[src/rtl/multi_blink_pkg.sv]
// Shared definitions for the multi-channel blink generator: mode
// constants and the per-channel state encoding.
package multi_blink_pkg;

    // Channel mode, sampled when a channel leaves IDLE
    localparam logic MODE_CONT  = 1'b0;
    localparam logic MODE_BURST = 1'b1;

    // Per-channel state: idle, output-high phase, output-low phase
    typedef enum logic [1:0] {
        IDLE   = 2'd0,
        RUN_HI = 2'd1,
        RUN_LO = 2'd2
    } ch_state_t;

endpackage

[src/rtl/blink_channel.sv]
// One blink channel: a square wave in continuous mode, or a counted
// burst of high pulses in burst mode. Every output comes from its own flop.
module blink_channel
    import multi_blink_pkg::*;
#(
    parameter int CNT_W   = 24,
    parameter int BURST_W = 4
) (
    input  logic               i_clk,
    input  logic               i_rst,
    input  logic               i_enable,
    input  logic               i_mode,
    input  logic               i_start,
    input  logic [CNT_W-1:0]   i_half_period,
    input  logic [BURST_W-1:0] i_burst_len,
    output logic               o_toggle,
    output logic               o_busy,
    output logic               o_done
);

    ch_state_t          state_q, state_d;
    logic [CNT_W-1:0]   cnt_q,   cnt_d;
    logic [CNT_W-1:0]   h_q,     h_d;
    logic [BURST_W-1:0] rem_q,   rem_d;
    logic               mode_q,  mode_d;
    logic               toggle_q, toggle_d;
    logic               busy_q,   busy_d;
    logic               done_q,   done_d;

    logic [CNT_W-1:0]   eff_h;
    logic [BURST_W-1:0] eff_n;
    logic               phase_end;

    // A zero half-period behaves as 1 and a zero burst length as 1
    always_comb begin
        eff_h = (i_half_period == '0) ? CNT_W'(1) : i_half_period;
        eff_n = (i_burst_len == '0) ? BURST_W'(1) : i_burst_len;
    end

    // The phase ends when the counter reaches the latched H-1. Equality
    // only, so the largest H never needs the counter to wrap.
    always_comb begin
        phase_end = (cnt_q == (h_q - CNT_W'(1)));
    end

    // Next-state logic: dropping enable beats everything else
    always_comb begin
        state_d  = state_q;
        cnt_d    = cnt_q;
        h_d      = h_q;
        rem_d    = rem_q;
        mode_d   = mode_q;
        toggle_d = toggle_q;
        busy_d   = busy_q;
        done_d   = 1'b0;

        if (!i_enable) begin
            // Abort on any state. No done strobe, even on the final pulse.
            state_d  = IDLE;
            cnt_d    = '0;
            rem_d    = '0;
            toggle_d = 1'b0;
            busy_d   = 1'b0;
        end else begin
            case (state_q)
                IDLE: begin
                    if (i_mode == MODE_CONT) begin
                        // Continuous starts in the low phase
                        state_d  = RUN_LO;
                        cnt_d    = '0;
                        h_d      = eff_h;
                        mode_d   = MODE_CONT;
                        toggle_d = 1'b0;
                        busy_d   = 1'b1;
                    end else if (i_start) begin
                        // Burst starts high right away
                        state_d  = RUN_HI;
                        cnt_d    = '0;
                        h_d      = eff_h;
                        rem_d    = eff_n;
                        mode_d   = MODE_BURST;
                        toggle_d = 1'b1;
                        busy_d   = 1'b1;
                    end
                end

                RUN_HI: begin
                    if (phase_end) begin
                        cnt_d = '0;
                        h_d   = eff_h;
                        if (mode_q == MODE_BURST && rem_q == BURST_W'(1)) begin
                            // Last pulse ends normally
                            state_d  = IDLE;
                            rem_d    = '0;
                            toggle_d = 1'b0;
                            busy_d   = 1'b0;
                            done_d   = 1'b1;
                        end else begin
                            state_d  = RUN_LO;
                            toggle_d = 1'b0;
                            if (mode_q == MODE_BURST) begin
                                rem_d = rem_q - BURST_W'(1);
                            end
                        end
                    end else begin
                        cnt_d = cnt_q + CNT_W'(1);
                    end
                end

                RUN_LO: begin
                    if (phase_end) begin
                        state_d  = RUN_HI;
                        cnt_d    = '0;
                        h_d      = eff_h;
                        toggle_d = 1'b1;
                    end else begin
                        cnt_d = cnt_q + CNT_W'(1);
                    end
                end

                default: begin
                    state_d  = IDLE;
                    cnt_d    = '0;
                    rem_d    = '0;
                    toggle_d = 1'b0;
                    busy_d   = 1'b0;
                end
            endcase
        end
    end

    // State and output registers; reset has priority over everything
    always_ff @(posedge i_clk) begin
        if (i_rst) begin
            state_q  <= IDLE;
            cnt_q    <= '0;
            h_q      <= '0;
            rem_q    <= '0;
            mode_q   <= MODE_CONT;
            toggle_q <= 1'b0;
            busy_q   <= 1'b0;
            done_q   <= 1'b0;
        end else begin
            state_q  <= state_d;
            cnt_q    <= cnt_d;
            h_q      <= h_d;
            rem_q    <= rem_d;
            mode_q   <= mode_d;
            toggle_q <= toggle_d;
            busy_q   <= busy_d;
            done_q   <= done_d;
        end
    end

    assign o_toggle = toggle_q;
    assign o_busy   = busy_q;
    assign o_done   = done_q;

endmodule

[src/rtl/multi_blink_gen.sv]
// Multi-channel blink generator: NUM_CH independent channels, each with
// its own slice of the packed half-period and burst-length buses.
module multi_blink_gen
    import multi_blink_pkg::*;
#(
    parameter int NUM_CH  = 4,
    parameter int CNT_W   = 24,
    parameter int BURST_W = 4
) (
    input  logic                      i_clk,
    input  logic                      i_rst,
    input  logic [NUM_CH-1:0]         i_enable,
    input  logic [NUM_CH-1:0]         i_mode,
    input  logic [NUM_CH-1:0]         i_start,
    input  logic [NUM_CH*CNT_W-1:0]   i_half_period,
    input  logic [NUM_CH*BURST_W-1:0] i_burst_len,
    output logic [NUM_CH-1:0]         o_toggle,
    output logic [NUM_CH-1:0]         o_busy,
    output logic [NUM_CH-1:0]         o_done
);

    // One channel per bit. Nothing is shared between channels.
    for (genvar gi = 0; gi < NUM_CH; gi++) begin : g_ch
        blink_channel #(
            .CNT_W   (CNT_W),
            .BURST_W (BURST_W)
        ) u_ch (
            .i_clk         (i_clk),
            .i_rst         (i_rst),
            .i_enable      (i_enable[gi]),
            .i_mode        (i_mode[gi]),
            .i_start       (i_start[gi]),
            .i_half_period (i_half_period[gi*CNT_W +: CNT_W]),
            .i_burst_len   (i_burst_len[gi*BURST_W +: BURST_W]),
            .o_toggle      (o_toggle[gi]),
            .o_busy        (o_busy[gi]),
            .o_done        (o_done[gi])
        );
    end

endmodule

[config.mk]
export PLATFORM = sky130hd
export DESIGN_NAME = multi_blink_gen
export DESIGN_NICKNAME = d
export VERILOG_FILES = /design/src/rtl/multi_blink_pkg.sv /design/src/rtl/blink_channel.sv /design/src/rtl/multi_blink_gen.sv
export SDC_FILE = /design/constraint.sdc
export NUM_CORES = 1
export LEC_CHECK = 0
export ABC_AREA = 1
export CORE_ASPECT_RATIO = 1.25
export CORE_MARGIN = 2
export CORE_UTILIZATION = 55
export CTS_BUF_LIST = sky130_fd_sc_hd__clkbuf_2 sky130_fd_sc_hd__clkbuf_4 sky130_fd_sc_hd__clkbuf_8
export DETAILED_ROUTE_END_ITERATION = 10
export GPL_TIMING_DRIVEN = 0
export PLACE_DENSITY_LB_ADDON = 0.25
export SETUP_SLACK_MARGIN = 0.1
export SYNTH_ARGS = -nofsm -noshare
export SYNTH_HDL_FRONTEND = slang
export SYNTH_SLANG_ARGS = --single-unit
[constraint.sdc]
create_clock -name i_clk -period 2.3 [get_ports i_clk]
set_clock_uncertainty 0.1 [all_clocks]
set_input_delay 0.46 -clock i_clk [delete_from_list [all_inputs] [get_ports i_clk]]
set_output_delay 0.46 -clock i_clk [all_outputs]
set_load 0.03 [all_outputs]
# --- After elaboration in Yosys (flattened, before gate mapping) ---
# Cells that the tools add are included.
word_totals:
  reg_bits: 232
  input_bits: 126
  out_inout_bits: 12
  word_cells: 292
classes:
  add_sub_neg: 12
  eq_ne: 52
  n_mux: 128
  n_bitwise: 16
  reduce_logical: 52
op_table:
  columns: ["operator", "n"]
  rows:
  - ["2-to-1 mux 24 bit", 28]
  - ["one-hot mux 24 bit (2 select lines)", 8]
  - ["adder 24 x 1 -> 24 bit, second input constant", 4]
  - ["== test 24 bit", 4]
  - ["zero test 24 bit", 4]
  - ["2-to-1 mux 4 bit", 24]
  - ["subtractor 24 x 1 -> 24 bit, second input constant", 4]
  - ["one-hot mux 4 bit (3 select lines)", 4]
  - ["2-to-1 mux 2 bit", 20]
  - ["!= test 2 x 1 -> 1 bit, second input constant", 20]
  - ["2-to-1 mux 1 bit", 32]
  - ["AND reduction 4 bit", 8]
  - ["one-hot mux 1 bit (3 select lines)", 8]
  - ["one-hot mux 2 bit (3 select lines)", 4]
  - ["AND reduction 3 bit", 8]
  - ["AND reduction 5 bit", 4]
  - ["== test 4 x 1 -> 1 bit, second input constant", 4]
  - ["zero test 4 bit", 4]
  - ["!= test 2 bit, second input constant", 8]
  - ["NOT 1 bit", 16]
  - ["OR reduction 2 bit", 8]
  - ["OR reduction 4 bit", 4]
  - ["subtractor 4 x 1 -> 4 bit, second input constant", 4]
  - ["!= test 3 x 1 -> 1 bit, second input constant", 4]
  - ["other kinds (6)", 24]

# --- Logic depth before layout (Yosys ltp) ---
depth:
  depth_word: 5
  mapped_depth: 19

# --- Cells and area by module ---
# From an unflattened synthesis, not the netlist that was laid out.
hier_totals:
  cells_unflattened: 2627
  hier_area_um2: 16288.1
modules_own_cells:
  columns: ["module", "instances", "cells_per_inst", "area_per_inst_um2"]
  rows:
  - ["blink_channel at g_ch[0].u_ch ...", 3, 655, 4051.4]
  - ["blink_channel at g_ch[3].u_ch", 1, 662, 4134.0]

# --- Worst setup path after synthesis ---
# OpenSTA, ideal clock, no wires.
synth_timing:
  path_type: "reg-to-reg"
  startpoint: "register g_ch[0].u_ch.h_q[0]"
  endpoint: "register g_ch[0].u_ch.cnt_q[21]"
  setup_time_ps: 114
  t_arrival_ps: 2140
  required_time_ps: 2086
  slack_ps: -55
  stages_incl_launch_ff: 17
  path_cell_list: "dfxtp_1 inv_1 ha_1 nand3_4 nor2_4 nand2_2 nand2_1 nand2_1 a21oi_1 nand3_1 nor2_2 nand3_4 nand2_8 nand2_1 nand2_1 buf_4 nor2_1"
synth_between:
  elab_chain_len: 4
synth_lines:
  columns: ["element", "line_no", "source"]
  rows:
  - ["start: declaration", "blink_channel.sv:23", "logic [CNT_W-1:0] h_q, h_d;"]
  - ["start signal: assignment", "blink_channel.sv:137", "h_q <= '0;"]
  - ["start signal: assignment", "blink_channel.sv:146", "h_q <= h_d;"]
  - ["subtractor 24 x 1 -> 24 bit", "blink_channel.sv:43", "phase_end = (cnt_q == (h_q - CNT_W'(1)));"]
  - ["== test 24 bit", "blink_channel.sv:43", null]
  - ["2-to-1 mux 24 bit", "blink_channel.sv:88, blink_channel.sv:111", null]
  - ["one-hot mux 24 bit (2 select lines)", "blink_channel.sv:65", "case (state_q)"]
  - ["end signal: assignment", "blink_channel.sv:145", "cnt_q <= cnt_d;"]
  - ["end: declaration", "blink_channel.sv:22", "logic [CNT_W-1:0] cnt_q, cnt_d;"]
# Every way passes these cells.
# A chain may end at the register's enable or synchronous reset.

# --- Worst setup path after layout ---
layout_timing:
  startpoint: "register g_ch[2].u_ch.h_q[15]"
  endpoint: "register g_ch[2].u_ch.h_q[6]"
layout_between:
  elab_chain_len: 4
layout_lines:
  columns: ["element", "line_no"]
  rows:
  - ["start: declaration", "blink_channel.sv:23"]
  - ["start signal: assignment", "blink_channel.sv:137"]
  - ["start signal: assignment", "blink_channel.sv:146"]
  - ["subtractor 24 x 1 -> 24 bit", "blink_channel.sv:43"]
  - ["== test 24 bit", "blink_channel.sv:43"]
  - ["!= test 2 x 1 -> 1 bit (no source line)", null]
  - ["AND reduction 4 bit (no source line)", null]
# Every way passes these cells.

==> metrics.md <==
| Metric | Value |
|---|---|
| Max VDD drop | 0.5514 mV |
| Port-buffer cells | 136 |
| Via count | 19,417 |
| Crit-path max FO | 8 |
| Hold bufs inserted after CTS | 0 |
| Skew-Pair Late Insertion Delay | 590 ps |
| # setup viols final | 218 |
| Post-synthesis average cell area | 6.229 sq um |
| Post-synthesis async set-or-reset flop share | 0% |
| Initial antenna violation count | 0 |
| Number of distinct library cells after synthesis | 60 |
| Placer congestion estimate | 0.9418 |
| Total number of yosys warnings | 0 |
| Die Span Y | 197.5 um |
| Ant. Diodes | 0 |
| Area leader, netlist | dfxtp_1 |
| Reg area | 4717 sq um |
| Post-layout net count | 3,112 |
| Fin. max-slew vios | 0 |
| Most numerous cell in the Yosys netlist | nand2_1 |
| Site Rows | 70 |
| Synth Register Bits | 232 |
| Synth Instances | 2,645 |
| Total power | 0.01574 W |
| Max Buffers Root-to-Sink | 3 |
| Min cycle time layout | 2562 ps |
| CTS tree | done |
| Core area | 29,340 sq um |
| Achievable frequency | 0.3904 GHz |
| Die area | 31,360 sq um |
| Residual DRC | 0 |
| Layout cells sized above 1 | 28.33% |
| Ranking of synthesized cells by area | dfxtp_1 (28%), nand2_1 (15%), nor2_1 (11%), inv_1 (6.7%), nand3_1 (6.2%) |
| Cell Pwr Density | 676.1 nW/um^2 |
| Post-Syn Nets | 2,803 |
| Initial DRT Pass Iterations | 8 |
| Worst Path Arrival | 2870 ps |
| RSZ-0062 raised after global routing | yes |
| # H-tree levels | 2 |
| Final antenna-violating net count | 0 |
| Failing checks | negative setup slack |
| Vias/cell | 5.746 |
| Total leakage power | 9.905 nW |
| Crit path capture type | register |
| Multi-input gate area | 12,680 sq um |
| Max_slew headroom | 14.08% |
| Crit path launch type | register |
| Setup WS post-layout | -261.7 ps |
| Initial Util | 56.15% |
| Placed insts | 3,177 |
| Post-synth top cells | nand2_1 (669), nor2_1 (472), inv_1 (295) |
| Tcrit/Tclk final | 111.4% |
| Post-synth EDFFs | 0 |
| CP required | 2610 ps |
| Hold Path Class | register to register |
| Worst-path clk slew | 70 ps |
| All-Layer GR Usage | 33.21% |
| Grt ovf | 0 |
| Fill cells | 1,976 |
| Max Cap Viol | 0 |
| DP HPWL | 38.46 mm |
| Initial DRC count | 1,445 |
| Post-synthesis cell area | 16,470 sq um |
| Sequential area share after synthesis | 28.19% |
| Synthesis-to-finish area growth | 41.35% |
| Sink Count | 232 |
| Drt total wl | 59.63 mm |
| Dominant register cell in the synthesized netlist | dfxtp_1 |
| Largest net degree at the start of global routing | 11 |
| Top-area cell type share of the netlist area | 28.19% |
| First-pass GRT wire length | 85.89 mm |
| Dpl ws | -547.0 ps |
| Drt wl/cell | 17.65 um |
| Hold Violations, Final | 0 |
| Die W | 158.8 um |
| Kind of critical path | register to register |
| Outcome | finished, violations left |
| Tightest Pin Transition | 1289 ps |
| Inserted Clock Buffers | 40 |
| Root Buffer | clkbuf_8 |
| I/O pins | 138 |
| Finished Layout Cells | 3,379 |
| Vias in the first global route | 18,313 |
-- power breakdown --
group / leakage (nW) / switching (W) / internal [W]
combinational: 7.52 / 0.00395 / 0.00267
clock: 0.480 / 0.00187 / 0.00257
sequential: 1.91 / 0.000402 / 0.00428
-- repair_timing --
| item | CTS | global route |
|---|---|---|
| buffers inserted | 78 | 43 |
| gates resized for setup | 376 | 452 |
| cloned | 15 | 4 |
| hold endpoints to repair | 0 | 0 |
| endpoints found under the setup margin | 239 | 228 |
| pin swaps | 110 | 175 |
-- cell usage in the layout, fill, tap and decap left out, types with 56 or more instances in the layout --
cell,instances
nand2_1,524
nor2_1,330
inv_1,282
dfxtp_1,192
nand3_1,148
clkdlybuf4s50_1,124
nor2_2,109
xor2_1,97
nand2_2,91
buf_4,84
nand4_1,66
a21oi_2,65
nor2_4,64
nand2_4,56
-- through the flow --
step	utilization, %	hold slack [ps]	instance area, sq um	TNS (ps)
3_5_place_dp	62.72	362.2	18400	-76220
3_3_place_gp	62.72	355.1	18400	-67760
5_1_grt	79.36	385.6	23290	-53920
2_1_floorplan	-	340.4	16550	0
4_1_cts	72.57	369.4	21290	-13320
6_report	79.36	366.7	23290	-28860
-- routing by layer --
| metal | vias up | global-route usage, % | part of all wire [%] |
|---|---|---|---|
| met3 | 306 | 4.493 | 6.1 |
| li1 | 9113 | - | - |
| met4 | 0 | 20.93 | 7.1 |
| met1 | 9080 | 35.62 | 37 |
| met5 | - | 0 | 0 |
| met2 | 918 | 61.64 | 50 |
-- logic make-up (layout without fill, tap and decap cells) --
kind of cell               count (synthesis)  in the layout  synth area share [%]
DFF                                      232            232                 28.19
xor gates and xnor gates                 158            158                 8.400
AOI/OAI and AO/OA                        236            236                 8.468
and+or+nand+nor                         1602           1603                 42.82
buffers and inverters                    385            722                 9.691
adders and majority gates                 32             32                 2.430
-- final timing paths --
| path | from | endpoint | slack, ps | depth (start not counted) |
|---|---|---|---|---|
| min | g_ch[3].u_ch.o_toggle | g_ch[3].u_ch.o_toggle | 370 | 2 |
| max | g_ch[2].u_ch.h_q[15] | g_ch[2].u_ch.h_q[6] | -260 | 17 |
| max reg2reg | g_ch[2].u_ch.h_q[15] | g_ch[2].u_ch.h_q[6] | -260 | 17 |
| min reg2reg | g_ch[3].u_ch.o_toggle | g_ch[3].u_ch.o_toggle | 370 | 2 |
-- worst max-delay path, stage by stage (launching register included) --
cell and delay, ps:
dfxtp_1 400, nor2_1 290, nand2_1 100, nor2_1 210, inv_1 80, nor2_2 150, nand2_1 60, nand2_1 70
nand2_1 60, clkinv_1 60, nand2_2 50, nor2_4 120, nand2_4 90, nand2_8 150, nand2_8 110, buf_8 160
nand2_4 60, a21oi_2 40
-- state kept, by name, indices dropped and copies added (netlist names) --
| register | count |
|---|---|
| g_ch.u_ch.state_q | 8 |
| g_ch.u_ch.o_done | 4 |
| g_ch.u_ch.rem_q | 16 |
| g_ch.u_ch.o_busy | 4 |
| g_ch.u_ch.h_q | 96 |
| g_ch.u_ch.mode_q | 4 |
| g_ch.u_ch.cnt_q | 96 |
| g_ch.u_ch.o_toggle | 4 |
-- final cells by class --
type                            instances  share of cell area [%]
Multi-Input combinational cell       2029                   54.46
Sequential cell                       232                   20.26
Timing Repair Buffer                  266                   11.51
Inverter                              310                   5.196
Clock buffer                           61                   3.283
Buffer                                 75                   2.504
Tap cell                              396                   2.128
Clock inverter                         10                  0.6663
Power figures use the tool's default switching activity.
